<file path="src/rtl/enigma_pkg.sv">
// Shared types for the enigma scheduler slice.
// Letter, rotor config and scheduler state definitions.
package enigma_pkg;

  localparam int LETTER_MAX = 25;

  typedef logic [4:0]  letter_t;
  typedef logic [8:0]  rotor_sel_t;
  typedef logic [14:0] rotor_pos_t;

  typedef enum logic [2:0] {
    ST_IDLE      = 3'd0,
    ST_ISSUE     = 3'd1,
    ST_WAIT_DONE = 3'd2,
    ST_CFG       = 3'd3,
    ST_CFG_WAIT  = 3'd4
  } sched_state_t;

  function automatic logic letter_ok(letter_t l);
    return l <= letter_t'(LETTER_MAX);
  endfunction

endpackage

</file>
<file path="src/rtl/enigma_scheduler_fifo.sv">
// letter_fifo: synchronous letter FIFO, first word valid while !empty.
// Ports: clk, rst_n, push, pop, din, dout, full, empty.
module letter_fifo
  import enigma_pkg::*;
#(
  parameter int DEPTH = 4
) (
  input  logic    clk,
  input  logic    rst_n,
  input  logic    push,
  input  logic    pop,
  input  letter_t din,
  output letter_t dout,
  output logic    full,
  output logic    empty
);
  localparam int AW = $clog2(DEPTH);

  letter_t       mem [DEPTH];
  logic [AW:0]   wr_ptr;
  logic [AW:0]   rd_ptr;
  logic          wr;
  logic          rd;

  // a push into a full FIFO still lands if the head leaves this cycle
  assign wr    = push && (!full || pop);
  assign rd    = pop && !empty;
  assign empty = wr_ptr == rd_ptr;
  assign full  = (wr_ptr[AW] != rd_ptr[AW]) &&
                 (wr_ptr[AW-1:0] == rd_ptr[AW-1:0]);
  assign dout  = mem[rd_ptr[AW-1:0]];

  always_ff @(posedge clk) begin
    if (wr) mem[wr_ptr[AW-1:0]] <= din;
  end

  always_ff @(posedge clk or negedge rst_n) begin
    if (!rst_n) begin
      wr_ptr <= '0;
      rd_ptr <= '0;
    end else begin
      if (wr) wr_ptr <= wr_ptr + 1'b1;
      if (rd) rd_ptr <= rd_ptr + 1'b1;
    end
  end

endmodule

</file>
<file path="src/rtl/enigma_scheduler.sv">
// Round-robin scheduler feeding IR/keyboard letters and rotor configs to the core.
// Ports: letter/config strobes in, core handshake, strobes out, busy/count/errors.
module enigma_scheduler
  import enigma_pkg::*;
#(
  parameter int DEPTH   = 4,
  parameter int TIMEOUT = 1024
) (
  input  logic        clk_in,
  input  logic        rst_in,
  input  logic        ir_valid_in,
  input  logic [4:0]  ir_letter_in,
  input  logic        kbd_valid_in,
  input  logic [4:0]  kbd_letter_in,
  input  logic        cfg_valid_in,
  input  logic [8:0]  cfg_select_in,
  input  logic [14:0] cfg_initial_in,
  input  logic        clr_err_in,
  input  logic        enig_ready_in,
  input  logic        enig_done_in,
  output logic        enig_valid_out,
  output logic [4:0]  enig_letter_out,
  output logic        rot_valid_out,
  output logic [8:0]  rot_select_out,
  output logic [14:0] rot_initial_out,
  output logic        src_out,
  output logic        busy_out,
  output logic [15:0] letters_done_out,
  output logic [3:0]  err_out
);
  localparam int TW = $clog2(TIMEOUT);

  sched_state_t  state;
  sched_state_t  state_nxt;
  logic [TW-1:0] timer;
  logic          rr_last;
  logic          cfg_pending;
  rotor_sel_t    sel_q;
  rotor_pos_t    init_q;

  letter_t ir_dout;
  letter_t kbd_dout;
  logic    ir_full;
  logic    ir_empty;
  logic    kbd_full;
  logic    kbd_empty;

  logic ir_good;
  logic kbd_good;
  logic bad_letter;
  logic take;
  logic grant_kbd;
  logic ir_pop;
  logic kbd_pop;
  logic go_cfg;
  logic cfg_ok;
  logic to_err;
  logic timer_hit;
  logic [3:0] new_err;

  assign ir_good    = ir_valid_in && letter_ok(ir_letter_in);
  assign kbd_good   = kbd_valid_in && letter_ok(kbd_letter_in);
  assign bad_letter = (ir_valid_in && !letter_ok(ir_letter_in)) ||
                      (kbd_valid_in && !letter_ok(kbd_letter_in));

  assign go_cfg    = (state == ST_IDLE) && cfg_pending;
  assign take      = (state == ST_IDLE) && !cfg_pending &&
                     enig_ready_in && !(ir_empty && kbd_empty);
  // rr_last=1 means keyboard went last, so IR wins a tie
  assign grant_kbd = !kbd_empty && (ir_empty || !rr_last);
  assign ir_pop    = take && !grant_kbd;
  assign kbd_pop   = take && grant_kbd;
  assign timer_hit = timer == TW'(TIMEOUT - 1);
  assign busy_out  = state != ST_IDLE;

  assign new_err = {to_err, bad_letter,
                    kbd_good && kbd_full && !kbd_pop,
                    ir_good && ir_full && !ir_pop};

  letter_fifo #(.DEPTH(DEPTH)) u_ir_fifo (
    .clk   (clk_in),
    .rst_n (rst_in),
    .push  (ir_good),
    .pop   (ir_pop),
    .din   (ir_letter_in),
    .dout  (ir_dout),
    .full  (ir_full),
    .empty (ir_empty)
  );

  letter_fifo #(.DEPTH(DEPTH)) u_kbd_fifo (
    .clk   (clk_in),
    .rst_n (rst_in),
    .push  (kbd_good),
    .pop   (kbd_pop),
    .din   (kbd_letter_in),
    .dout  (kbd_dout),
    .full  (kbd_full),
    .empty (kbd_empty)
  );

  always_comb begin
    state_nxt = state;
    to_err    = 1'b0;
    cfg_ok    = 1'b0;
    case (state)
      ST_IDLE: begin
        if (go_cfg)    state_nxt = ST_CFG;
        else if (take) state_nxt = ST_ISSUE;
      end
      ST_ISSUE: state_nxt = ST_WAIT_DONE;
      ST_WAIT_DONE: begin
        if (enig_done_in) begin
          state_nxt = ST_IDLE;
        end else if (timer_hit) begin
          to_err    = 1'b1;
          state_nxt = ST_IDLE;
        end
      end
      ST_CFG: state_nxt = ST_CFG_WAIT;
      ST_CFG_WAIT: begin
        // ready is still stale on the first cycle after the strobe
        if (enig_ready_in && timer != '0) begin
          cfg_ok    = 1'b1;
          state_nxt = ST_IDLE;
        end else if (timer_hit) begin
          to_err    = 1'b1;
          state_nxt = ST_IDLE;
        end
      end
      default: state_nxt = ST_IDLE;
    endcase
  end

  always_ff @(posedge clk_in or negedge rst_in) begin
    if (!rst_in) begin
      state            <= ST_IDLE;
      timer            <= '0;
      rr_last          <= 1'b1;
      cfg_pending      <= 1'b0;
      sel_q            <= '0;
      init_q           <= '0;
      enig_valid_out   <= 1'b0;
      enig_letter_out  <= '0;
      src_out          <= 1'b0;
      rot_valid_out    <= 1'b0;
      rot_select_out   <= '0;
      rot_initial_out  <= '0;
      letters_done_out <= '0;
      err_out          <= '0;
    end else begin
      state <= state_nxt;

      if (state_nxt != state)
        timer <= '0;
      else if (state == ST_WAIT_DONE || state == ST_CFG_WAIT)
        timer <= timer + 1'b1;

      enig_valid_out <= take;
      if (take) begin
        enig_letter_out <= grant_kbd ? kbd_dout : ir_dout;
        src_out         <= grant_kbd;
        rr_last         <= grant_kbd;
      end

      if (cfg_valid_in) begin
        sel_q  <= cfg_select_in;
        init_q <= cfg_initial_in;
      end
      if (cfg_valid_in)
        cfg_pending <= 1'b1;
      else if (state == ST_CFG)
        cfg_pending <= 1'b0;

      // a request arriving on the launch cycle is the newest one
      rot_valid_out <= go_cfg;
      if (go_cfg) begin
        rot_select_out  <= cfg_valid_in ? cfg_select_in : sel_q;
        rot_initial_out <= cfg_valid_in ? cfg_initial_in : init_q;
      end

      if (state == ST_WAIT_DONE && enig_done_in)
        letters_done_out <= letters_done_out + 1'b1;
      else if (cfg_ok)
        letters_done_out <= '0;

      err_out <= (clr_err_in ? 4'b0 : err_out) | new_err;
    end
  end

endmodule
</file>
<file path="config.mk">
export PLATFORM = sky130hd
export DESIGN_NAME = enigma_scheduler
export DESIGN_NICKNAME = d
export VERILOG_FILES = /design/src/rtl/enigma_pkg.sv /design/src/rtl/enigma_scheduler_fifo.sv /design/src/rtl/enigma_scheduler.sv
export SDC_FILE = /design/constraint.sdc
export NUM_CORES = 1
export LEC_CHECK = 0
export ABC_AREA = 1
export ABC_CLOCK_PERIOD_IN_PS = 3550
export CAP_MARGIN = 20
export CORE_MARGIN = 4
export CORE_UTILIZATION = 54
export CTS_CLUSTER_SIZE = 16
export DETAILED_ROUTE_END_ITERATION = 10
export HOLD_SLACK_MARGIN = 0.1
export PLACE_DENSITY = 0.88
export SETUP_SLACK_MARGIN = 0.05
export SLEW_MARGIN = 20
export SYNTH_ARGS = -nofsm -noshare
export SYNTH_HDL_FRONTEND = slang
export SYNTH_HIERARCHICAL = 1
export SYNTH_SLANG_ARGS = --single-unit
export TNS_END_PERCENT = 20
</file>
<file path="constraint.sdc">
create_clock -name clk_in -period 3.55 [get_ports clk_in]
set_input_delay 0.71 -clock clk_in [delete_from_list [all_inputs] [get_ports clk_in]]
set_output_delay 0.71 -clock clk_in [all_outputs]
set_load 0.05 [all_outputs]
</file>
==> key figures <==
Outcome
  – Outcome: completed

Final layout
  – Register area: 3780 µm²
  – Area Overhead vs Synth: 25.8%
  – Most common cell after layout, fill and taps aside: nand2_1
  – Antenna cell count: 0
  – Share of cells above drive strength 1: 12.1%
  – Filler instances: 809
  – Most frequent cells in the layout: nand2_1, dfrtp_1, clkdlybuf4s50_1
  – Nets: 818
  – Area of the multi-input gates: 2330 µm²

Critical path
  – Worst path cell trace: inv_1 > nand2_1 > nand2_1 > nand3_2 > inv_1 > nand2_1 > nand3_1 > nor2_4 > inv_2 > nor2_4 > inv_1 > nand4_4 > nand2_4 > nor2_1
  – Worst setup SP type: flop
  – Critical path fanouts, max: 14
  – Element type at the critical path end: flop
  – CP top delay family: simple AND/OR/NAND/NOR gates
  – Worst Path Arrival: 3.12 ns
  – Crit path depth: 14
  – FF-to-FF End: u_ir_fifo/mem[0][0]$_DFFE_PP_
  – R2R Setup Slk: 0.49 ns
  – CP bufs+invs: 4
  – CP Data Required Time: 3.61 ns
  – RR Startpoint: u_kbd_fifo/rd_ptr[0]$_DFFE_PN0P_
  – WS Path Type: flop to flop
  – Critical path's slowest cell: dfrtp_1
  – Worst reg2reg path depth: 14
  – Worst path max stage delay: 0.62 ns

CTS
  – Cts bufs inserted: 17
  – Post-CTS Setup Bufs: 0
  – CTS tree: done
  – CTS sink count: 143
  – # hold bufs at CTS: 0
  – Post-cts resize count: 0
  – Clock-pin slew on the worst setup and hold paths: 0.05 ns
  – H-tree Lvls: 4
  – Clock root buffer: clkbuf_16
  – Clk_lat worst skew: 0.42 ns
  – CTS Buffer Depth: 2

Timing
  – Final Hold Fails: 0
  – Clk_skew: 0.00729 ns
  – RSZ-0062 raised after global routing: no
  – Setup TNS: 0 ns
  – Final setup margin: 0.494 ns
  – Tmin final: 3.06 ns
  – Max-slew violations: 0
  – Final period utilization: 86.1%
  – Worst Tran Pin Value: 0.789 ns
  – Max Clock Freq: 327 MHz
  – Slew HR: 47.4%
  – # setup viols final: 0

Logic synthesis
  – Share of the synthesized area in the top cell type: 39.6%
  – Mapped Cells: 658
  – Synth Area in Adders: 2.52%
  – Mux contribution to synthesized area: 4.35%
  – Synth area leader: dfrtp_1
  – Largest family of logic cells by synthesized area: simple AND/OR/NAND/NOR gates
  – Simple-gate share of the synthesized area: 21.8%
  – Compound-Gate Fraction of Synth Area: 5.68%
  – Mapped Avg Cell Area: 9.80 µm²
  – Synth cell types: 36
  – Synthesis Warnings: 6
  – Post-Syn Area: 6450 µm²
  – Mapped Nets: 713
  – Synth top area cells: dfrtp_1, edfxtp_1, nand2_1
  – Sequential area share after synthesis: 58.6%
  – Seq cells post-synth: 143
  – Post-Synth XOR/XNOR Area: 1.86%

Flow run
  – Max cap viols: 0

Routing
  – WL final: 14600 µm
  – 1st-pass router iterations: 7
  – Residual DRC count: 0
  – First DRT Iteration DRCs: 477
  – Wire per inst: 15.9 µm
  – Antenna Nets Post-Route: 0
  – Vias: 4954
  – Vias per inst: 5.39

Place
  – Post-DP HPWL: 10300 µm
  – Placer congestion estimate: 0.934
  – Pre-CTS setup slack: 0.556 ns
  – # port buffers: 94

Pwr
  – Total power: 6.99 mW
  – PwrDens: 862 nW/µm²
  – Peak supply drop: 0.000525 V
  – LEAKAGE: 3.66 nW

GRT
  – Congestion Overflow GR: 0
  – Gr usage total: 22.8%
  – Antenna violations before repair: 0
  – Largest net degree at the start of global routing: 60
  – Vias in the first global route: 4942
  – First-pass GRT wire length: 23700 µm

Floorplanning
  – Row Count: 39
  – Die span in y: 117 µm
  – Io pins: 95
  – Core area: 11600 µm²
  – Initial Util: 55.8%
  – Die ar.: 13800 µm²
  – Die Wd: 117 µm

Hold path
  – Hold Path Class: primary input to async pin
==> stage by stage <==
stage	cell area, µm²	utilization [%]	hold slack, ns	cells
after global placement	7530	65.1	0.445	887
after floorplan	6450	-	0.414	658
after CTS	8110	70.1	0.381	919
final	8110	70.1	0.372	919
after global routing	8110	70.1	0.414	919
after detailed placement	7530	65.1	0.452	887
==> where the power goes <==
group | internal (mW) | total [mW] | switching (mW)
sequential | 2.11 | 2.44 | 0.328
clock | 1.05 | 1.71 | 0.660
combinational | 0.975 | 2.85 | 1.87
total | 4.13 | 6.99 | 2.86
==> state kept, by name, summed over array words and instances, names as in the netlist, 3 cells and up <==
name and cells:
u_ir_fifo/mem 20, u_kbd_fifo/mem 20, letters_done_out 16, init_q 15, rot_initial_out 15, timer 10
rot_select_out 9, sel_q 9, enig_letter_out 5, err_out 4, state 3, u_ir_fifo/rd_ptr 3
u_ir_fifo/wr_ptr 3, u_kbd_fifo/rd_ptr 3, u_kbd_fifo/wr_ptr 3
==> per-layer routing <==
metal	vias to the layer above	GRT usage [%]	share of wire, %
met5	-	0	0
met4	0	9.10	1.9
met3	28	7.71	6.2
met2	203	37.5	51
li1	2367	-	-
met1	2356	27.6	41
==> cells in the mapped netlist (all sizes together) <==
library cell / count
dfrtp: 102
a31o: 1
a22oi: 1
xor2: 10
o21ai: 38
nand2: 189
mux2i: 1
nor2: 71
xnor2: 2
a31oi: 1
dfstp: 1
edfxtp: 40
clkbuf: 6
nand3: 37
o22ai: 13
nand4: 8
ha: 13
mux2: 24
buf: 6
a21oi: 11
o211ai: 1
nor3: 10
inv: 71
o211a: 1
==> logic make-up after synthesis <==
logic type / Yosys count
AND/OR/NAND/NOR: 315
flip-flops: 143
buffers and inverters: 83
AO/OA/AOI/OAI: 67
multiplexers: 25
adder cells (fa/ha/maj): 13
XOR/XNOR: 12
==> how the worst max path moves through the flow <==
stage	slack, ns	from	endpoint
2_1_floorplan	1.22	u_ir_fifo/rd_ptr[1]$_DFFE_PN0P_	u_kbd_fifo/mem[0][0]$_DFFE_PP_
6_report	0.49	u_kbd_fifo/rd_ptr[0]$_DFFE_PN0P_	u_ir_fifo/mem[0][0]$_DFFE_PP_
3_3_place_gp	0.74	enig_ready_in	u_ir_fifo/mem[1][0]$_DFFE_PP_
3_5_place_dp	0.56	u_ir_fifo/rd_ptr[0]$_DFFE_PN0P_	u_ir_fifo/mem[0][4]$_DFFE_PP_
4_1_cts	0.54	u_kbd_fifo/rd_ptr[0]$_DFFE_PN0P_	u_ir_fifo/mem[0][0]$_DFFE_PP_
5_1_grt	0.23	u_kbd_fifo/rd_ptr[0]$_DFFE_PN0P_	u_ir_fifo/mem[1][0]$_DFFE_PP_
==> area by class of cell <==
type	instances	area share (%)
clock inverter	8	0.602
clock buffer	24	6.59
inverter	71	3.29
tap	143	2.21
multi-input combinational	432	28.8
timing repair buffer	98	11.9
sequential	143	46.6
Power figures use the tool's default switching activity.
